### src/rtl/clk_ratio_detector.sv
// -----------------------------------------------------------------------------
// clk_ratio_detector
//
// Measures the period of an asynchronous divided clock (i_div_clk) in cycles of
// the reference clock (i_ref_clk). The input is passed through a two-flop
// synchronizer and an edge-detect flop. An IDLE -> ARM -> MEAS state machine
// then counts reference cycles between successive detected rising edges.
//
// Ports
//   i_ref_clk   : reference clock; all logic runs on its rising edge
//   i_rst_n     : asynchronous active-low reset
//   i_en        : synchronous detection enable
//   i_div_clk   : divided clock under measurement (asynchronous)
//   o_ratio     : last measured period, in i_ref_clk cycles
//   o_ratio_vld : one-cycle pulse when o_ratio updates
//   o_locked    : two consecutive equal periods measured
//   o_err       : sticky timeout flag (cleared by reset or i_en low)
//   o_high_cnt  : high-phase length of the last measured period
//
// Build option
//   CLK_RATIO_DUTY_EN : when defined, a high-phase counter is built and its
//                       value is published on o_high_cnt with every
//                       o_ratio_vld pulse; otherwise o_high_cnt is tied to 0.
// -----------------------------------------------------------------------------
module clk_ratio_detector #(
  parameter int unsigned RATIO_WIDTH = 5
) (
  input  logic                   i_ref_clk,
  input  logic                   i_rst_n,
  input  logic                   i_en,
  input  logic                   i_div_clk,
  output logic [RATIO_WIDTH-1:0] o_ratio,
  output logic                   o_ratio_vld,
  output logic                   o_locked,
  output logic                   o_err,
  output logic [RATIO_WIDTH-1:0] o_high_cnt
);

  typedef enum logic [1:0] {
    IDLE = 2'd0,
    ARM  = 2'd1,
    MEAS = 2'd2
  } state_t;

  localparam logic [RATIO_WIDTH-1:0] CNT_ONE = RATIO_WIDTH'(1);
  localparam logic [RATIO_WIDTH-1:0] CNT_MAX = '1;

  // ---------------------------------------------------------------------------
  // Synchronizer and edge detection
  // ---------------------------------------------------------------------------
  logic sync1_q, sync1_d;
  logic sync2_q, sync2_d;
  logic edge_q,  edge_d;
  logic rise;

  always_comb begin
    sync1_d = i_div_clk;
    sync2_d = sync1_q;
    edge_d  = sync2_q;
  end

  // Synchronized level is high and was low one cycle earlier.
  assign rise = sync2_q & ~edge_q;

  always_ff @(posedge i_ref_clk or negedge i_rst_n) begin
    if (!i_rst_n) begin
      sync1_q <= 1'b0;
      sync2_q <= 1'b0;
      edge_q  <= 1'b0;
    end else begin
      sync1_q <= sync1_d;
      sync2_q <= sync2_d;
      edge_q  <= edge_d;
    end
  end

  // ---------------------------------------------------------------------------
  // Measurement state machine and period counter
  // ---------------------------------------------------------------------------
  state_t                 state_q,   state_d;
  logic [RATIO_WIDTH-1:0] cnt_q,     cnt_d;
  logic [RATIO_WIDTH-1:0] ratio_q,   ratio_d;
  logic                   vld_q,     vld_d;
  logic                   locked_q,  locked_d;
  logic                   err_q,     err_d;
  // Set once this run has produced a measurement, so lock is only judged
  // against a period measured since the last enable, reset or timeout.
  logic                   prev_ok_q, prev_ok_d;
  // Qualifies a detected edge that completes a measurement this cycle.
  logic                   meas_done;

  always_comb begin
    state_d   = state_q;
    cnt_d     = cnt_q;
    ratio_d   = ratio_q;
    vld_d     = 1'b0;
    locked_d  = locked_q;
    err_d     = err_q;
    prev_ok_d = prev_ok_q;
    meas_done = 1'b0;

    if (!i_en) begin
      state_d   = IDLE;
      cnt_d     = '0;
      locked_d  = 1'b0;
      err_d     = 1'b0;
      prev_ok_d = 1'b0;
    end else begin
      unique case (state_q)
        IDLE: begin
          cnt_d   = '0;
          state_d = ARM;
        end

        ARM: begin
          if (rise) begin
            cnt_d   = CNT_ONE;
            state_d = MEAS;
          end
        end

        MEAS: begin
          // An edge takes priority over a simultaneous timeout, so a period of
          // exactly CNT_MAX cycles is still reported.
          if (rise) begin
            meas_done = 1'b1;
            ratio_d   = cnt_q;
            vld_d     = 1'b1;
            locked_d  = prev_ok_q && (cnt_q == ratio_q);
            prev_ok_d = 1'b1;
            cnt_d     = CNT_ONE;
          end else if (cnt_q == CNT_MAX) begin
            err_d     = 1'b1;
            locked_d  = 1'b0;
            prev_ok_d = 1'b0;
            cnt_d     = '0;
            state_d   = ARM;
          end else begin
            cnt_d = cnt_q + CNT_ONE;
          end
        end

        default: begin
          state_d = IDLE;
          cnt_d   = '0;
        end
      endcase
    end
  end

  always_ff @(posedge i_ref_clk or negedge i_rst_n) begin
    if (!i_rst_n) begin
      state_q   <= IDLE;
      cnt_q     <= '0;
      ratio_q   <= '0;
      vld_q     <= 1'b0;
      locked_q  <= 1'b0;
      err_q     <= 1'b0;
      prev_ok_q <= 1'b0;
    end else begin
      state_q   <= state_d;
      cnt_q     <= cnt_d;
      ratio_q   <= ratio_d;
      vld_q     <= vld_d;
      locked_q  <= locked_d;
      err_q     <= err_d;
      prev_ok_q <= prev_ok_d;
    end
  end

  assign o_ratio     = ratio_q;
  assign o_ratio_vld = vld_q;
  assign o_locked    = locked_q;
  assign o_err       = err_q;

  // ---------------------------------------------------------------------------
  // Optional high-phase measurement
  // ---------------------------------------------------------------------------
`ifdef CLK_RATIO_DUTY_EN
  logic [RATIO_WIDTH-1:0] hi_q,   hi_d;
  logic [RATIO_WIDTH-1:0] high_q, high_d;

  // Counts synchronized-high cycles starting with 1 on each detected rising
  // edge; the running value is captured alongside o_ratio.
  always_comb begin
    hi_d   = hi_q;
    high_d = high_q;
    if (!i_en || (state_q == IDLE)) begin
      hi_d = '0;
    end else if (rise) begin
      hi_d = CNT_ONE;
      if (meas_done) begin
        high_d = hi_q;
      end
    end else if (sync2_q && (hi_q != CNT_MAX)) begin
      hi_d = hi_q + CNT_ONE;
    end
  end

  always_ff @(posedge i_ref_clk or negedge i_rst_n) begin
    if (!i_rst_n) begin
      hi_q   <= '0;
      high_q <= '0;
    end else begin
      hi_q   <= hi_d;
      high_q <= high_d;
    end
  end

  assign o_high_cnt = high_q;
`else
  assign o_high_cnt = '0;
`endif

endmodule

### config.mk
export PLATFORM = sky130hd
export DESIGN_NAME = clk_ratio_detector
export DESIGN_NICKNAME = d
export VERILOG_FILES = /design/src/rtl/clk_ratio_detector.sv
export SDC_FILE = /design/constraint.sdc
export NUM_CORES = 1
export LEC_CHECK = 0
export CAP_MARGIN = 30
export CORE_MARGIN = 2
export CORE_UTILIZATION = 40
export CTS_CLUSTER_DIAMETER = 150
export DETAILED_ROUTE_END_ITERATION = 10
export GPL_ROUTABILITY_DRIVEN = 0
export PLACE_DENSITY = 0.63
export SLEW_MARGIN = 30
export SYNTH_ARGS = -nofsm -noshare
export SYNTH_HDL_FRONTEND = slang
export SYNTH_SLANG_ARGS = --single-unit
### constraint.sdc
create_clock -name i_ref_clk -period 1.8 [get_ports i_ref_clk]
set_input_delay 0.18 -clock i_ref_clk [delete_from_list [all_inputs] [get_ports i_ref_clk]]
set_output_delay 0.18 -clock i_ref_clk [all_outputs]
set_load 0.005 [all_outputs]
==> impl_metrics.toml, run 1 <==
[outcome]
result_of_the_run = "complete, no violations"

[yosys]
synth-compound-area-share = 0.101
synthArstFlopShare = 1.00
simple_gate_portion_of_the_synthesized_area = 0.145
postSynth.topFlopCell = "sky130_fd_sc_hd__dfrtp_1"
synth_largest_area_cell = "sky130_fd_sc_hd__dfrtp_1"
post_synth.cell_area_avg_sq_um = 11.0
netlist_instances = 89
synth_top_family_by_area = "simple AND/OR/NAND/NOR gates"
fraction_of_synthesized_cell_area_in_xor_and_xnor_cells = 0.0448
synth_enable_flop_cells = 0
synth.distinct_cells = 34
netlist.area_leader.share = 0.486
synthAdderAreaFrac = 0.0639
ys.warnings.count = 0
synth-seq-area-share = 0.486
synth_top_cells_by_area = "sky130_fd_sc_hd__dfrtp_1, sky130_fd_sc_hd__ha_1, sky130_fd_sc_hd__mux2_1"
ys_ff_latch = 19
synthTopCellsByCount = "sky130_fd_sc_hd__dfrtp_1, sky130_fd_sc_hd__nand2_1"
synth.cell_area_sq_um = 978
mux_cell_area_share_after_synthesis = 0.0780
synth_most_common_cell = "sky130_fd_sc_hd__dfrtp_1"

[route]
final_wirelength_um = 1680
detailedRoute.firstIterationViolations = 6
dr.pass1.iters = 4
routedWlPerCell_um = 12.6
drt-vias-per-instance = 5.05
drtAntennaViolNets = 0
num_vias = 671
drc = 0

[sta]
final.setup.tns_ps = 0
finalWorstPathRequiredPeriod_ps = 1660
final-max-slew-violation-count = 0
post-route-period-util = 0.922
setup_ws_post_layout_ps = 140
finalSetupViolCount = 0
clock.fmax_mhz = 602
grt_setup_unrepaired = "no"
fin_skew_ps = 2.18
report.final.hold_viol_count = 0

[min_path]
timing.hold.worst.class = "input pin to async pin"

[placement]
count_of_buffers_from_port_buffering = 11
placed_cell_area_sq_um = 1120
placement.setup.worst_slack_ps = 79.8
detailed_place_hpwl_um = 1240

[worst_setup_path]
cp-end-kind = "register"
critical_path.max_fanout = 6
critical_path_arrival_ps = 1900
setup.worst_path.class = "register to register"
required_ps = 2040
cp_launch_type = "register"

[floorplan]
number_of_cell_rows = 17
design.portCount = 17
die-area_sq_um = 2860
placeable_core_region_sq_um = 2250
die_w_um = 53.5
floorplan.initialDensity = 0.434
die_h_um = 53.5

[layout]
n_fill_cell = 213
final_layout_size_suffix_gt1_frac = 0.133
num-nets-final = 115
design_area_sq_um = 1160
antenna-diode-count = 0
layout.core_utilization = 0.514
area.growth.synth_to_final_pct = 18.5

[global_route]
antenna_found_initial = 0
grt_remaining_overflow = 0
grt_pass1_vias = 623
globalRouteTotalUtil = 0.140
largest_net_degree_at_the_start_of_global_routing = 20
grt_first_pass_wirelength_um = 2790

[clock_tree]
ctsHtreeMaxLevel = 1
clkTransAtPathRegs_ps = 100
worst_skew_pair.late_latency_ps = 300
clock_sink_count = 19
cts_tree = "built"
clock_tree.buffer_depth = 2
cts.root.buffer_cell = "sky130_fd_sc_hd__clkbuf_4"
post_cts_hold_buffer_count = 0
cts_made_buffers = 3

[pwr]
power-per-cell-area_nw_per_um2 = 857
vdd_drop_max_mv = 0.483
power.static_leakage_nw = 0.566

[flow_run]
max_cap_violations = 0
-- repair_timing --
action / CTS / global route
resized for setup: 0 / 3
setup buffers: 0 / 0
endpoints found under the setup margin: 0 / 3
-- worst paths after layout --
check                           depth (start not counted)  slack, ps                 start                      to
worst max-delay path                                    7        140  cnt_q[0]$_DFFE_PN0P_    cnt_q[1]$_DFFE_PN0P_
worst min-delay path                                    2        200               i_rst_n   o_ratio_vld$_DFF_PN0_
worst max register to register                          7        140  cnt_q[0]$_DFFE_PN0P_    cnt_q[1]$_DFFE_PN0P_
worst min register to register                          0        360     sync1_q$_DFF_PN0_        edge_d$_DFF_PN0_
max in group asynchronous                               2       1400               i_rst_n  state_q[1]$_DFFE_PN0P_
min in group i_ref_clk                                  1        320             i_div_clk       sync1_q$_DFF_PN0_
-- kinds of logic (layout without fill, tap and decap cells) --
group	count (synthesis)	in the layout
flip-flops	19	19
other	1	5
multiplexers	7	7
XOR/XNOR	5	5
AND/OR/NAND/NOR	25	25
buffers and inverters	13	25
AO/OA/AOI/OAI	14	14
adder cells (fa/ha/maj)	5	5
-- stage by stage --
stage / hold WS [ps] / power [mW] / instances
6_report: 203 / 0.994 / 133
5_1_grt: 213 / 1.06 / 133
4_1_cts: 211 / 0.993 / 133
3_5_place_dp: 336 / 0.774 / 129
3_3_place_gp: 334 / 0.770 / 129
2_1_floorplan: -116 / 0.703 / 93
-- flip-flops by register name, summed over array words and instances (netlist names) --
register     flops
cnt_q            5
o_ratio          5
state_q          2
edge_d           1
edge_q           1
o_err            1
o_locked         1
o_ratio_vld      1
prev_ok_q        1
sync1_q          1
-- metal layers --
| metal | vias up | routed length (um) | share of wire | GRT usage |
|---|---|---|---|---|
| li1 | 329 | - | - | - |
| met1 | 324 | 770 | 0.46 | 0.163 |
| met2 | 16 | 801 | 0.48 | 0.235 |
| met3 | 2 | 89 | 0.053 | 0.0593 |
| met4 | 0 | 16 | 0.0095 | 0.0385 |
| met5 | - | 0 | 0 | 0 |
-- placed cells by master, fill, tap and decap left out, types with 2 or more instances in the layout --
master                             n
sky130_fd_sc_hd__mux2_1            5
sky130_fd_sc_hd__a22o_1            2
sky130_fd_sc_hd__mux2i_1           2
sky130_fd_sc_hd__nand3_1           4
sky130_fd_sc_hd__nand2_1           8
sky130_fd_sc_hd__xnor2_1           3
sky130_fd_sc_hd__nor2b_1           2
sky130_fd_sc_hd__clkbuf_4          3
sky130_fd_sc_hd__dfrtp_1          19
sky130_fd_sc_hd__inv_1             5
sky130_fd_sc_hd__ha_1              4
sky130_fd_sc_hd__clkdlybuf4s50_1  11
sky130_fd_sc_hd__conb_1            5
sky130_fd_sc_hd__o21ai_0           2
sky130_fd_sc_hd__a21oi_1           3
sky130_fd_sc_hd__buf_4             5
sky130_fd_sc_hd__xor2_1            2
sky130_fd_sc_hd__nor2_1            3
-- critical path, cell delays in order, from the launching register on --
cell,delay [ps]
sky130_fd_sc_hd__dfrtp_1,390
sky130_fd_sc_hd__ha_1,220
sky130_fd_sc_hd__and3_1,190
sky130_fd_sc_hd__ha_2,210
sky130_fd_sc_hd__nor3b_2,180
sky130_fd_sc_hd__nand3_1,110
sky130_fd_sc_hd__nor2_1,140
sky130_fd_sc_hd__a22o_1,160
-- where the power goes --
part | switching, mW | internal, mW
logic | 0.161 | 0.130
clock network | 0.127 | 0.0866
registers | 0.0283 | 0.461
total | 0.316 | 0.677
-- final cells by class --
cell class / count / area, sq um / share of cell area
inverter: 5 / 18.8 / 0.0162
clock buffer: 4 / 26.3 / 0.0227
tap: 28 / 35.0 / 0.0302
multi-input combinational: 61 / 457 / 0.394
timing repair buffer: 16 / 148 / 0.127
sequential: 19 / 475 / 0.410
Note: power is estimated with default switching activity, not from simulation.
==> run 2, diff against run 1 <==
- SETUP_SLACK_MARGIN: unset -> 0.1
==> run 2 against run 1 <==
  * Cell area is 2.6% higher
  * Power is 1.9% higher
  * Combinational power is 6.9% higher
  * Largest power group unchanged
==> impl_metrics.toml, run 2 (synthesis results as in run 1) <==
[outcome]
result_of_the_run = "complete, no violations"

[layout]
antenna-diode-count = 0
area.growth.synth_to_final_pct = 21.6
final_layout_size_suffix_gt1_frac = 0.179
layout_commonest_cell = "sky130_fd_sc_hd__dfrtp_1"
most_frequent_cells_in_the_layout = "sky130_fd_sc_hd__dfrtp_1, sky130_fd_sc_hd__clkdlybuf4s50_1, sky130_fd_sc_hd__nand2_1"
num-nets-final = 116

[clock_tree]
clock_tree.buffer_depth = 2
post_cts_hold_buffer_count = 0
clkTransAtPathRegs_ps = 100
cts_tree = "built"
worst_skew_pair.late_latency_ps = 300
cts_made_buffers = 3
cts.root.buffer_cell = "sky130_fd_sc_hd__clkbuf_4"
ctsHtreeMaxLevel = 1
clock_sink_count = 19

[sta]
final-max-slew-violation-count = 0
post-route-period-util = 0.889
grt_setup_unrepaired = "no"
finalWorstPathRequiredPeriod_ps = 1600
clock.fmax_mhz = 625
finalSetupViolCount = 0
report.final.hold_viol_count = 0
fin_skew_ps = 0.554
final.setup.tns_ps = 0

[floorplan]
placeable_core_region_sq_um = 2250
die-area_sq_um = 2860
die_h_um = 53.5
floorplan.initialDensity = 0.434
design.portCount = 17
die_w_um = 53.5
number_of_cell_rows = 17

[worst_setup_path]
timing.critical_path.buf_inv = 1
critPathTopFamily = "simple AND/OR/NAND/NOR gates"
r2r.worst_path.cells = 5
critical_path.cell_chain = "inv_1 > ha_1 > and3_4 > or3_1 > a211oi_2"
critical_path.max_fanout = 7
cp-end-kind = "register"
critical_path_depth = 5
cpMaxStageDelayCell = "sky130_fd_sc_hd__dfrtp_1"
critical_path_arrival_ps = 1820
required_ps = 2020
cp_launch_type = "register"
setup.worst_path.class = "register to register"
cp_slowest_stage_delay_ps = 390

[global_route]
globalRouteMet3Util = 0.0593
grt_remaining_overflow = 0
grtUsageMet2 = 0.243
grt_busiest_layer = "met2"
antenna_found_initial = 0
grt_use_met1 = 0.176
largest_net_degree_at_the_start_of_global_routing = 20
globalRouteTotalUtil = 0.148
grt_first_pass_wirelength_um = 2930
grt_pass1_vias = 639

[route]
detailedRoute.firstIterationViolations = 6
routedWlPerCell_um = 12.6
drt-vias-per-instance = 5.05
num_vias = 677
drc = 0
drtAntennaViolNets = 0
dr.pass1.iters = 4
final_wirelength_um = 1690

[flow_run]
max_cap_violations = 0

[pwr]
power.total_mw = 1.01
power-per-cell-area_nw_per_um2 = 851
power.static_leakage_nw = 0.563
vdd_drop_max_mv = 0.473

[placement]
count_of_buffers_from_port_buffering = 11
detailed_place_hpwl_um = 1240

[min_path]
timing.hold.worst.class = "input pin to async pin"
## run 2: path summary, 6_finish.rpt
path                                        start                     end  slack [ps]
max                        state_q[1]$_DFFE_PN0P_    cnt_q[3]$_DFFE_PN0P_         200
min                                       i_rst_n   o_ratio_vld$_DFF_PN0_         210
max reg2reg                state_q[1]$_DFFE_PN0P_    cnt_q[3]$_DFFE_PN0P_         200
min reg2reg                     sync1_q$_DFF_PN0_        edge_d$_DFF_PN0_         360
max in group asynchronous                 i_rst_n  state_q[1]$_DFFE_PN0P_        1400
min in group i_ref_clk                  i_div_clk       sync1_q$_DFF_PN0_         320
## run 2: worst reg2reg max path: stages, from the launching register on
cell and delay, ps:
sky130_fd_sc_hd__dfrtp_1 390, sky130_fd_sc_hd__inv_1 70, sky130_fd_sc_hd__ha_1 260, sky130_fd_sc_hd__and3_4 230
sky130_fd_sc_hd__or3_1 360, sky130_fd_sc_hd__a211oi_2 220
## run 2: where the power goes
part,switching [mW],internal (mW),total [mW],leakage [nW]
Combinational,0.165,0.146,0.311,0.292
Sequential,0.0281,0.461,0.489,0.256
Clock,0.126,0.0865,0.212,0.0150
## run 2: metal layers
layer	part of all wire	vias up
met2	0.47	20
met5	0	-
met3	0.062	4
met4	0.012	0
li1	-	331
met1	0.45	322
## run 2: layout make-up
type                       count  area (sq um)
fill                         208          1060
timing repair buffer          17           155
inverter                       5          18.8
clock buffer                   4          26.3
multi-input combinational     61           479
sequential                    19           475
tap                           28          35.0
## run 2: metrics by stage
stage / cells / setup slack [ps] / hold WS, ps / utilization / area [sq um]
final: 134 / 199 / 205 / 0.528 / 1190
after global routing: 134 / 83.4 / 213 / 0.528 / 1190
after CTS: 133 / 132 / 211 / 0.512 / 1150
after detailed placement: 129 / 79.8 / 336 / 0.496 / 1120
after global placement: 129 / 129 / 334 / 0.496 / 1120
after floorplan: 93 / 159 / -116 / - / 993
## run 2: what timing repair did
action	CTS	global route
setup endpoints to repair	3	5
resized for setup	3	5
pin swaps	0	3
buffers inserted	0	1
==> run 3, diff against run 2 <==
- DONT_BUFFER_PORTS: unset -> 1
- PLACE_DENSITY: 0.63 -> 0.53
- SLEW_MARGIN: 30 -> unset
==> run 3 against run 2 <==
  * Sequential power about the same
  * Via count fell by 5.2%
  * Clock power up 6%
==> impl_metrics.toml, run 3 (synthesis results as in run 1) <==
[outcome]
result_of_the_run = "complete, no violations"

[sta]
tightest_slew_ps = 858
fin_skew_ps = 5.96
grt_setup_unrepaired = "no"
final.setup.tns_ps = 0
post-route-period-util = 0.883
finalWorstPathRequiredPeriod_ps = 1590
worst_slew_margin_rel = 0.426
clock.fmax_mhz = 629
final-max-slew-violation-count = 0
finalSetupViolCount = 0
report.final.hold_viol_count = 0

[layout]
design_area_sq_um = 1090
final_layout_size_suffix_gt1_frac = 0.167
ff_latch_area_sq_um = 475
antenna-diode-count = 0
num-nets-final = 106
most_frequent_cells_in_the_layout = "sky130_fd_sc_hd__dfrtp_1, sky130_fd_sc_hd__nand2_1, sky130_fd_sc_hd__inv_1, sky130_fd_sc_hd__mux2_1, sky130_fd_sc_hd__conb_1"
layout_commonest_cell = "sky130_fd_sc_hd__dfrtp_1"
area.growth.synth_to_final_pct = 11.0
n_fill_cell = 233
multi_input_comb_area_sq_um = 469

[clock_tree]
clock_sink_count = 19
worst_skew_pair.late_latency_ps = 310
ctsHtreeMaxLevel = 1
clkTransAtPathRegs_ps = 110
clock_tree.buffer_depth = 2
cts.root.buffer_cell = "sky130_fd_sc_hd__clkbuf_4"
cts_made_buffers = 3
cts_tree = "built"

[route]
routedWlPerCell_um = 14.5
num_vias = 642
detailedRoute.firstIterationViolations = 7
drtAntennaViolNets = 0
drc = 0
dr.pass1.iters = 3
drt-vias-per-instance = 5.18
final_wirelength_um = 1790

[pwr]
cellInternalPower_mw = 0.665
power.static_leakage_nw = 0.527
p_sw_frac = 0.326
seqPwrFrac = 0.497
netsw_mw = 0.321
power-per-cell-area_nw_per_um2 = 907
vdd_drop_max_mv = 0.662
power.total_mw = 0.985
share_comb_of_total_power = 0.276
clock_power_share = 0.227

[global_route]
antenna_found_initial = 0
grt_pass1_vias = 637
grt_first_pass_wirelength_um = 3010
largest_net_degree_at_the_start_of_global_routing = 20
globalRouteTotalUtil = 0.152
grt_remaining_overflow = 0

[floorplan]
placeable_core_region_sq_um = 2250
die_w_um = 53.5
floorplan.initialDensity = 0.434
number_of_cell_rows = 17
die-area_sq_um = 2860
design.portCount = 17
die_h_um = 53.5

[worst_setup_path]
required_ps = 2030
setup.worst_path.class = "register to register"
cp-end-kind = "register"
critical_path.max_fanout = 7
cp_launch_type = "register"
critical_path_arrival_ps = 1820

[min_path]
timing.hold.worst.class = "input pin to register"

[placement]
detailed_place_hpwl_um = 1280
count_of_buffers_from_port_buffering = 0
placed_cell_area_sq_um = 1000

[flow_run]
max_cap_violations = 0
-- run 3: changes by cell type in the layout (fill, tap and decap cells not counted), sizes merged --
| cell | previous run | this run |
|---|---|---|
| buf | 6 | 4 |
| clkdlybuf4s50 | 11 | 0 |
| clkbuf | 4 | 3 |
| clkinv | 0 | 1 |
| dlygate4sd3 | 0 | 3 |
-- run 3: cell type report --
| cell class | instances | share of cell area |
|---|---|---|
| repair buffers | 7 | 0.0553 |
| flip-flops and latches | 19 | 0.438 |
| well taps | 28 | 0.0323 |
| inverters | 5 | 0.0173 |
| clock inverters | 1 | 0.00461 |
| clock buffers | 3 | 0.0207 |
| multi-input cells | 61 | 0.432 |
-- run 3: repair_timing --
item	CTS	global route
setup buffers	0	0
pin swaps	0	4
hold buffers	3	0
resized for setup	1	5
hold endpoints to repair	24	0
endpoints found under the setup margin	2	6
-- run 3: per-layer routing --
| layer | GRT usage | share of wire | up-vias |
|---|---|---|---|
| li1 | - | - | 312 |
| met4 | 0.0513 | 0.011 | 0 |
| met2 | 0.245 | 0.50 | 13 |
| met3 | 0.0537 | 0.040 | 4 |
| met5 | 0 | 0 | - |
| met1 | 0.187 | 0.45 | 313 |
-- run 3: worst max-delay path: stages, from the launching register on --
cell	delay, ps
sky130_fd_sc_hd__dfrtp_1	430
sky130_fd_sc_hd__ha_1	280
sky130_fd_sc_hd__and3_4	220
sky130_fd_sc_hd__or3_1	360
sky130_fd_sc_hd__a211oi_2	220
-- run 3: path summary, 6_finish.rpt --
check | slack, ps | cells after the start | from | end
max in group asynchronous | 860 | 1 | i_rst_n | cnt_q[1]$_DFFE_PN0P_
min in group asynchronous | 410 | 1 | i_rst_n | o_ratio[4]$_DFFE_PN0P_
worst min register to register | 360 | 0 | sync1_q$_DFF_PN0_ | edge_d$_DFF_PN0_
worst max register to register | 210 | 4 | state_q[0]$_DFFE_PN0P_ | cnt_q[3]$_DFFE_PN0P_
worst min-delay path | 8 | 1 | i_en | o_locked$_DFFE_PN0P_
worst max-delay path | 210 | 4 | state_q[0]$_DFFE_PN0P_ | cnt_q[3]$_DFFE_PN0P_
-- run 3: through the flow --
stage,worst slack [ps],utilization,cells,hold WS (ps)
after global placement,140,0.444,117,-115
after global routing,107,0.482,124,9.80
after CTS,107,0.471,124,0.448
after detailed placement,99.3,0.444,117,-115
after floorplan,159,-,93,-116
final,210,0.482,124,8.05
-- run 3: power groups by stage --
| stage | Combinational [mW] | Sequential [mW] | Clock [mW] |
|---|---|---|---|
| after global placement | 0.249 | 0.498 | 0 |
| final | 0.272 | 0.490 | 0.224 |
| after global routing | 0.302 | 0.494 | 0.252 |
| after detailed placement | 0.250 | 0.500 | 0 |
| after CTS | 0.268 | 0.491 | 0.235 |
| after floorplan | 0.205 | 0.498 | 0 |
